**src/rtl/nibble_enc_pkg.sv**
```systemverilog
// Shared constants and pure encode functions for the nibble dual encoder.
// Used by the combinational core and available to any consumer of the result.
package nibble_enc_pkg;

    localparam int DATA_W = 4;
    localparam int OUT_W  = 3;

    localparam logic MODE_POPCNT = 1'b0;
    localparam logic MODE_PRIO   = 1'b1;

    function automatic logic [OUT_W-1:0] popcnt4(input logic [DATA_W-1:0] d);
        logic [OUT_W-1:0] cnt;
        cnt = '0;
        for (int i = 0; i < DATA_W; i++) begin
            cnt = cnt + {2'b00, d[i]};
        end
        return cnt;
    endfunction

    // Result is {valid, msb_index}; all-zero input yields 3'b000.
    function automatic logic [OUT_W-1:0] prio4(input logic [DATA_W-1:0] d);
        logic [OUT_W-1:0] res;
        res = '0;
        if (d[3])      res = 3'b111;
        else if (d[2]) res = 3'b110;
        else if (d[1]) res = 3'b101;
        else if (d[0]) res = 3'b100;
        return res;
    endfunction

endpackage

```
**src/rtl/nibble_enc_comb.sv**
```systemverilog
// Combinational core: selects popcount or priority encoding of a nibble.
// Produces the next value captured by the output register.
module nibble_enc_comb
    import nibble_enc_pkg::*;
(
    input  logic [DATA_W-1:0] data,
    input  logic              select,
    output logic [OUT_W-1:0]  next
);

    always_comb begin
        next = popcnt4(data);
        if (select == MODE_PRIO) begin
            next = prio4(data);
        end
    end

endmodule

```
**src/rtl/nibble_dual_encoder.sv**
```systemverilog
// Registered 4-bit dual-function encoder (popcount / priority encode).
// Inputs are only observed at the rising edge, so mid-cycle glitches never reach out.
module nibble_dual_encoder
    import nibble_enc_pkg::*;
(
    input  logic              clk,
    input  logic              rst,
    input  logic [DATA_W-1:0] data,
    input  logic              select,
    output logic [OUT_W-1:0]  out
);

    logic [OUT_W-1:0] next;

    nibble_enc_comb u_comb (
        .data   (data),
        .select (select),
        .next   (next)
    );

    always_ff @(posedge clk or posedge rst) begin
        if (rst) begin
            out <= '0;
        end else begin
            out <= next;
        end
    end

endmodule

```
**config.mk**
```make
export PLATFORM = sky130hd
export DESIGN_NAME = nibble_dual_encoder
export DESIGN_NICKNAME = d
export VERILOG_FILES = /design/src/rtl/nibble_enc_pkg.sv /design/src/rtl/nibble_enc_comb.sv /design/src/rtl/nibble_dual_encoder.sv
export SDC_FILE = /design/constraint.sdc
export NUM_CORES = 1
export LEC_CHECK = 0
export CORE_AREA = 5 5 42 44
export DETAILED_ROUTE_END_ITERATION = 12
export DIE_AREA = 0 0 47 49
export RECOVER_POWER = 50
export SYNTH_ARGS = -nofsm -noshare
export SYNTH_HDL_FRONTEND = slang
export SYNTH_SLANG_ARGS = --single-unit
export TNS_END_PERCENT = 100
```
**constraint.sdc**
```tcl
create_clock -name clk -period 0.8 [get_ports clk]
set_input_delay 0.08 -clock clk [delete_from_list [all_inputs] [get_ports clk]]
set_output_delay 0.08 -clock clk [all_outputs]
set_load 0.05 [all_outputs]
```
==> impl_metrics.csv, run 1 <==
group,metric,value,unit
sta,setup_violations,6,
grt,grt_pass1_wl,669,µm
sta,period_minus_slack,1.11,ns
clocking,numCtsBuffers,3,
outcome,violations,"negative setup slack",
final_layout,nets,48,
sta,slew_viol_final,0,
floorplanning,core,0.00140,mm²
route,initialDrtViolationCount,3,
final_layout,drive_above_1_share,52.8,%
power_and_ir_drop,p_per_area,1640,mW/mm²
clocking,cts.path.max_buffers,2,
yosys,synth-seq-area-share,40.3,%
power_and_ir_drop,pwr-share-clk,36.1,%
grt,grt_max_degree,7,
sta,max_slew_margin,82.6,%
worst_setup_path,crit_type,"in2reg",
worst_setup_path,cp-startpoint,"data[0]",
yosys,synth_area_leaders,"dfrtp_1 40%, ha_1 20%, fa_1 11%",
yosys,avgSynthCellArea,9.81,µm²
final_layout,finalNonFillerCells,52,
final_layout,largest_registers,"out: 3 flops",
clocking,clock-root-buffer,"clkbuf_4",
grt,grt-ovfl-total,0,
route,dr_total_vias,182,
final_layout,areaGrowthSynthToFinish,136,%
worst_setup_path,endpoint_kind,"flop",
place,io_buffers,9,
floorplanning,io_pins,10,
clocking,holdBufCountCts,0,
floorplanning,chipHeight,49,µm
sta,final_hold_viol_count,0,
sta,fin_tns_setup,-0.874,ns
flow_run,max_cap_viol_count,0,
yosys,yosysTopAreaCell,"dfrtp_1",
final_layout,num_antenna_cells,0,
route,firstDrtPassIters,3,
power_and_ir_drop,pwr-share-seq,25.4,%
route,via_per_inst,3.50,
final_layout,fillers,149,
outcome,outcome,"finished with violations",
worst_setup_path,cp.arrival,1.22,ns
place,dp.cells,49,
hold_path,hp-class,"in2async",
sta,fin_ws,-0.311,ns
floorplanning,initial_core_util,13.3,%
worst_setup_path,required,0.91,ns
worst_setup_path,crit_path_start_kind,"input port",
route,wl_per_cell,7.37,µm
floorplanning,dieWidth,47,µm
worst_setup_path,cp_max_fo,2,
yosys,synthDistinctLibCells,8,
sta,rsz0062_at_grt,"true",
final_layout,largest_register_ffs,3,
grt,grt_pass1_vias,199,
sta,max_freq,900,MHz
power_and_ir_drop,power.share.switching,30.1,%
floorplanning,rows,14,
power_and_ir_drop,comb_power_share,38.6,%
yosys,synth_area,186,µm²
place,hpwl,334,µm
yosys,yosysWarnings,0,
clocking,cts_num_sinks,3,
grt,grtUsageTotal,4.52,%
final_layout,final_common_cell,"buf_4",
sta,timing.final.crit_share,139,%
yosys,synth_top_area_share,40.3,%
final_layout,top_register,"out",
yosys,ys_seq_elements,3,
power_and_ir_drop,netSwitchingPower,0.000218,W
place,place_ws,-1.03,ns
sta,holdWs,0.152,ns
grt,antenna_found_initial,0,
power_and_ir_drop,irDropWorstVdd,0.446,mV
sta,worstMarginPinSlew,0.260,ns
clocking,cts_tree,"done",
yosys,synthCells,19,
clocking,clk_pin_slew_worst_paths,0.04,ns
place,gp_routability_congestion,0.748,
power_and_ir_drop,total_power,0.000723,W
clocking,cts_max_level,1,
route,routed_wl,383,µm
route,ant_nets,0,
final_layout,final_cell_mix,"4 x buf_4, 3 x nor2_1, 3 x clkbuf_4, 3 x dfrtp_1, 3 x buf_12",
floorplanning,die_area,0.00230,mm²
power_and_ir_drop,p_leak,0.196,nW
power_and_ir_drop,intPower,0.000505,W
route,drc,0,
yosys,synth_fp_nets,30,
layer usage:
metal  up-vias  track usage [%]  wire length (µm)
met5         -                0                 0
met3         0                0                47
li1         93                -                 -
met4         0             8.29                 0
met1        81             4.88               138
met2         8             5.43               197
worst paths after layout:
check	end	slack (ns)	depth (start not counted)
hold / removal	out[1]	0.15	2
setup / recovery	out[1]	-0.31	7
max in group asynchronous	out[0]	0.52	2
min in group clk	out[2]	0.21	4
kinds of logic after synthesis:
logic type | synth area share (%)
flip-flops | 40.3
AO/OA/AOI/OAI | 9.39
AND/OR/NAND/NOR | 11.4
buffers and inverters | 8.05
adder cells (fa/ha/maj) | 30.9
per-stage QoR:
stage / area [µm²] / utilization, %
2_1_floorplan: 226 / -
6_report: 440 / 31.4
5_1_grt: 440 / 31.4
4_1_cts: 428 / 30.5
3_5_place_dp: 404 / 28.8
3_3_place_gp: 404 / 28.8
Yosys cell counts:
master / count
inv_1: 4
ha_1: 3
nor2_1: 4
dfrtp_1: 3
fa_1: 1
a21oi_1: 1
a31oi_1: 2
nand2b_1: 1
repair_timing:
action / 4_1_cts / 5_1_grt
resized for setup: 11 / 6
buffers inserted: 0 / 0
pin swaps: 4 / 3
endpoints found under the setup margin: 6 / 6
worst max-delay path: stages:
cell	delay, ns
buf_6	0.10
inv_4	0.05
ha_4	0.20
fa_2	0.41
ha_4	0.26
nor2_4	0.09
a21oi_2	0.04
power groups by stage:
stage	sequential, W	clock [W]	combinational, W
CTS	0.000183	0.000277	0.000264
global placement	0.000185	0	0.000268
finish	0.000183	0.000261	0.000279
global route	0.000186	0.000285	0.000303
detailed placement	0.000185	0	0.000267
floorplan	0.000238	0	0.0000613
area by class of cell:
| class | count | area [µm²] | area share (%) |
|---|---|---|---|
| clock buffer | 4 | 26.3 | 5.97 |
| timing repair buffer | 13 | 154 | 34.9 |
| multi-input combinational | 12 | 135 | 30.7 |
| tap | 16 | 20.0 | 4.55 |
| inverter | 4 | 30.0 | 6.82 |
| sequential | 3 | 75.1 | 17.0 |
(Power assumes the default switching activity.)
==> run 2, diff against run 1 <==
CORE_AREA = 2 2 39 41   (was 5 5 42 44)
DIE_AREA = 0 0 41 43   (was 0 0 47 49)
==> run 2 against run 1 <==
  * Cell count stayed put
  * Critical endpoint unchanged
  * Combinational power is 6% lower
  * Sequential power hardly changed
  * Largest power group unchanged
  * Clock-buffer cell count stayed put
  * Largest cell class unchanged
  * The run still ends with negative setup slack left
  * First-iteration DRC count is 100% lower
  * Via count is 2.2% lower
  * Power is 2.8% lower
  * Highest routed layer unchanged
  * Global-route usage is 1.4 points higher
  * Worst setup slack better by 0.045 ns
==> impl_metrics.csv, run 2 (synthesis gave the netlist of run 1 again) <==
group,metric,value,unit
floorplanning,core,0.00138,mm²
route,drc,0,
sta,max_freq,939,MHz
power_and_ir_drop,intPower,0.000497,W
worst_setup_path,crit_path_start_kind,"input port",
worst_setup_path,cp_max_fo,2,
place,io_buffers,9,
worst_setup_path,required,0.90,ns
floorplanning,chipHeight,43,µm
clocking,holdBufCountCts,0,
power_and_ir_drop,p_leak,0.197,nW
power_and_ir_drop,power.share.switching,29.2,%
sta,setup_violations,6,
power_and_ir_drop,irDropWorstVdd,0.424,mV
sta,fin_ws,-0.265,ns
worst_setup_path,endpoint_kind,"flop",
clocking,post_cts_buffers,0,
worst_setup_path,cp.arrival,1.17,ns
route,ant_nets,0,
outcome,outcome,"finished with violations",
clocking,cts.path.max_buffers,2,
grt,grt-busiest-layer,"met2",
place,place_ws,-1.04,ns
sta,max_slew_margin,88.1,%
floorplanning,dieWidth,41,µm
grt,grt_pass1_wl,669,µm
sta,final_hold_viol_count,0,
grt,use_met3,0,%
place,hpwl,311,µm
power_and_ir_drop,pwr-share-clk,36.5,%
route,firstDrtPassIters,1,
sta,worstMarginPinSlew,0.179,ns
sta,fin_tns_setup,-0.789,ns
clocking,numCtsBuffers,3,
grt,grtUsageMet1,5.84,%
place,post_dp_cell_area,404,µm²
route,routed_wl,372,µm
clocking,cts_num_sinks,3,
final_layout,num_antenna_cells,0,
worst_setup_path,crit_type,"in2reg",
floorplanning,rows,14,
clocking,clk_pin_slew_worst_paths,0.03,ns
route,wl_per_cell,7.15,µm
final_layout,largest_register_ffs,3,
final_layout,nets,48,
clocking,clock-root-buffer,"clkbuf_4",
grt,grtUsageTotal,5.94,%
sta,timing.final.crit_share,133,%
floorplanning,die_area,0.00176,mm²
floorplanning,io_pins,10,
final_layout,largest_registers,"out: 3 flops",
floorplanning,initial_core_util,13.5,%
place,gp_routability_congestion,0.613,
route,dr_total_vias,178,
power_and_ir_drop,netSwitchingPower,0.000205,W
final_layout,areaGrowthSynthToFinish,132,%
clocking,cts_tree,"done",
final_layout,final_cell_mix,"4 x nor2_1, 4 x buf_12, 4 x buf_4",
grt,grt_pass1_vias,210,
hold_path,hp-class,"in2async",
final_layout,top_register,"out",
grt,met2_usage,9.06,%
grt,grt_max_degree,7,
sta,slew_viol_final,0,
sta,rsz0062_at_grt,"true",
outcome,violations,"negative setup slack",
flow_run,max_cap_viol_count,0,
route,initialDrtViolationCount,0,
final_layout,drive_above_1_share,47.2,%
power_and_ir_drop,comb_power_share,37.4,%
sta,period_minus_slack,1.07,ns
power_and_ir_drop,pwr-share-seq,26.1,%
power_and_ir_drop,p_per_area,1630,mW/mm²
grt,antenna_found_initial,0,
route,via_per_inst,3.42,
clocking,cts_max_level,1,
grt,grt-ovfl-total,0,
final_layout,finalNonFillerCells,52,
place,dp.cells,49,
final_layout,finalInstanceArea,432,µm²
-- run 2: layer usage --
metal	wire length (µm)	share of wire, %
met5	0	0
met4	0	0
met1	116	31
met2	226	61
met3	29	7.8
-- run 2: stage by stage --
| stage | util, % | total power, W | hold WS, ns |
|---|---|---|---|
| after floorplan | - | 0.000299 | -0.166 |
| after global placement | 29.2 | 0.000451 | 0.259 |
| after detailed placement | 29.2 | 0.000456 | 0.266 |
| after CTS | 30.9 | 0.000718 | 0.0265 |
| after global routing | 31.2 | 0.000756 | 0.185 |
| final | 31.2 | 0.000702 | 0.161 |
-- run 2: area by class of cell --
class,count,area [µm²]
Multi-Input combinational cell,12,124
Inverter,4,27.5
Clock buffer,4,26.3
Sequential cell,3,75.1
Fill cell,143,952
Timing Repair Buffer,13,159
Tap cell,16,20.0
-- run 2: critical path: stages --
cell and delay, ns:
buf_12 0.09, inv_12 0.03, ha_4 0.22, fa_2 0.38
ha_4 0.24, nor2_1 0.08, a21oi_1 0.05
-- run 2: final timing paths --
path,to,slack (ns),from,cells after the start
setup / recovery,out[1],-0.27,data[1],7
hold / removal,out[2],0.16,rst,2
max in group asynchronous,out[1],0.51,rst,2
min in group clk,out[2],0.22,data[0],4
-- run 2: power groups by stage --
stage               logic (W)  registers [W]  clock network [W]
floorplan           0.0000613       0.000238                  0
global placement     0.000265       0.000185                  0
detailed placement   0.000270       0.000185                  0
CTS                  0.000264       0.000184           0.000270
global route         0.000286       0.000184           0.000286
finish               0.000263       0.000183           0.000256
-- run 2: what timing repair did --
action                                  4_1_cts  5_1_grt
endpoints found under the setup margin        6        6
pin swaps                                     5        3
gates resized for setup                      12        3
==> run 3, diff against run 2 <==
clock period = 1.22 ns   (was 0.8 ns; I/O delays follow)
==> run 3 against run 2 <==
  * Cell area down 12%
  * Core utilization is 3.7 points lower
  * Worst hold slack better by 0.033 ns
  * Power shrank 37%
  * Combinational power is 43% lower
  * Via count fell by 3.4%
  * Highest routed layer unchanged
  * The flow now finishes without violations
==> impl_metrics.csv, run 3 (synthesis gave the netlist of run 1 again) <==
group,metric,value,unit
final_layout,num_antenna_cells,0,
clocking,cts_tree,"done",
outcome,outcome,"finished clean",
sta,max_freq,850,MHz
worst_setup_path,required,1.37,ns
clocking,clk_pin_slew_worst_paths,0.04,ns
power_and_ir_drop,pwr-share-clk,39.2,%
route,routed_wl,369,µm
power_and_ir_drop,intPower,0.000306,W
floorplanning,rows,14,
route,ant_nets,0,
power_and_ir_drop,comb_power_share,34.2,%
sta,fin_tns_setup,0,ns
route,wl_per_cell,7.24,µm
power_and_ir_drop,total_power,0.000442,W
clocking,clock-root-buffer,"clkbuf_4",
grt,antenna_found_initial,0,
floorplanning,die_area,0.00176,mm²
sta,final_hold_viol_count,0,
floorplanning,chipHeight,43,µm
place,gp_routability_congestion,0.599,
worst_setup_path,cp.arrival,1.33,ns
flow_run,max_cap_viol_count,0,
route,firstDrtPassIters,1,
final_layout,nets,47,
grt,grt_pass1_wl,634,µm
sta,rsz0062_at_grt,"false",
grt,grt_max_degree,7,
grt,grtUsageTotal,6.03,%
route,drc,0,
clocking,holdBufCountCts,0,
place,place_ws,-0.621,ns
final_layout,fillers,145,
power_and_ir_drop,p_per_area,1160,mW/mm²
power_and_ir_drop,irDropWorstVdd,0.243,mV
power_and_ir_drop,power.share.switching,30.7,%
worst_setup_path,crit_type,"in2reg",
place,dp.cells,47,
route,initialDrtViolationCount,0,
clocking,cts_max_level,1,
final_layout,final_cell_mix,"3 x nor2_1, 3 x clkbuf_4, 3 x dfrtp_1, 3 x buf_4",
final_layout,areaGrowthSynthToFinish,104,%
route,via_per_inst,3.37,
final_layout,largest_register_ffs,3,
power_and_ir_drop,pwr-share-seq,26.6,%
place,io_buffers,9,
power_and_ir_drop,netSwitchingPower,0.000136,W
clocking,cts.path.max_buffers,2,
grt,grt-ovfl-total,0,
worst_setup_path,crit_path_start_kind,"input port",
final_layout,top_register,"out",
floorplanning,core,0.00138,mm²
clocking,cts_num_sinks,3,
final_layout,finalNonFillerCells,51,
floorplanning,io_pins,10,
sta,setup_violations,0,
place,hpwl,312,µm
sta,timing.final.crit_share,96.4,%
sta,max_slew_margin,81.5,%
sta,period_minus_slack,1.18,ns
final_layout,drive_above_1_share,48.6,%
sta,worstMarginPinSlew,0.278,ns
sta,holdWs,0.194,ns
clocking,post_cts_buffers,0,
hold_path,hp-class,"in2async",
power_and_ir_drop,p_leak,0.176,nW
worst_setup_path,endpoint_kind,"flop",
floorplanning,initial_core_util,13.5,%
route,dr_total_vias,172,
floorplanning,dieWidth,41,µm
worst_setup_path,cp_max_fo,2,
clocking,numCtsBuffers,3,
grt,grt_pass1_vias,173,
sta,fin_ws,0.0437,ns
sta,slew_viol_final,0,
final_layout,largest_registers,"out: 3 flops",
[run 3: changes by cell type in the layout (fill, tap and decap cells not counted), sizes merged]
cell	previous run	this run
buf	9	6
clkbuf	4	6
[run 3: area by class of cell]
| cell class | instances | area (µm²) | share of cell area [%] |
|---|---|---|---|
| multi-input cells | 12 | 126 | 33.2 |
| repair buffers | 12 | 115 | 30.3 |
| flip-flops and latches | 3 | 75.1 | 19.7 |
| clock buffers | 4 | 26.3 | 6.91 |
| well taps | 16 | 20.0 | 5.26 |
| inverters | 4 | 17.5 | 4.61 |
[run 3: stage by stage]
| stage | area (µm²) | utilization (%) |
|---|---|---|
| after floorplan | 216 | - |
| after global placement | 379 | 27.4 |
| after detailed placement | 379 | 27.4 |
| after CTS | 407 | 29.4 |
| after global routing | 380 | 27.5 |
| final | 380 | 27.5 |
[run 3: worst max-delay path by stage]
| stage | from | endpoint | slack [ns] |
|---|---|---|---|
| after floorplan | data[1] | out[1] | 0.005 |
| after global placement | data[1] | out[1] | -0.60 |
| after detailed placement | data[1] | out[1] | -0.62 |
| after CTS | data[1] | out[1] | 0.003 |
| after global routing | data[1] | out[1] | 0.005 |
| final | data[1] | out[1] | 0.04 |
[run 3: power by group through the flow]
stage	logic [W]	registers, W	clock network [W]
final	0.000151	0.000118	0.000173
after global routing	0.000165	0.000118	0.000194
after CTS	0.000167	0.000120	0.000180
after detailed placement	0.000168	0.000121	0
after global placement	0.000166	0.000121	0
after floorplan	0.0000387	0.000156	0
[run 3: repair_timing]
action,4_1_cts,5_1_grt
pin swaps,2,1
setup endpoints to repair,3,1
cloned,0,0
hold endpoints to repair,0,0
gates resized for setup,8,2
[run 3: critical path, cell delays in order]
cell     delay (ns)
buf_2          0.11
inv_4          0.04
ha_4           0.23
fa_2           0.41
ha_4           0.28
nor2_2         0.03
a21oi_1        0.11
[run 3: layer usage]
| metal | global-route usage, % | routed length, µm |
|---|---|---|
| met5 | 0 | 0 |
| met4 | 8.00 | 0 |
| met3 | 3.14 | 47 |
| met2 | 7.50 | 177 |
| met1 | 5.81 | 144 |
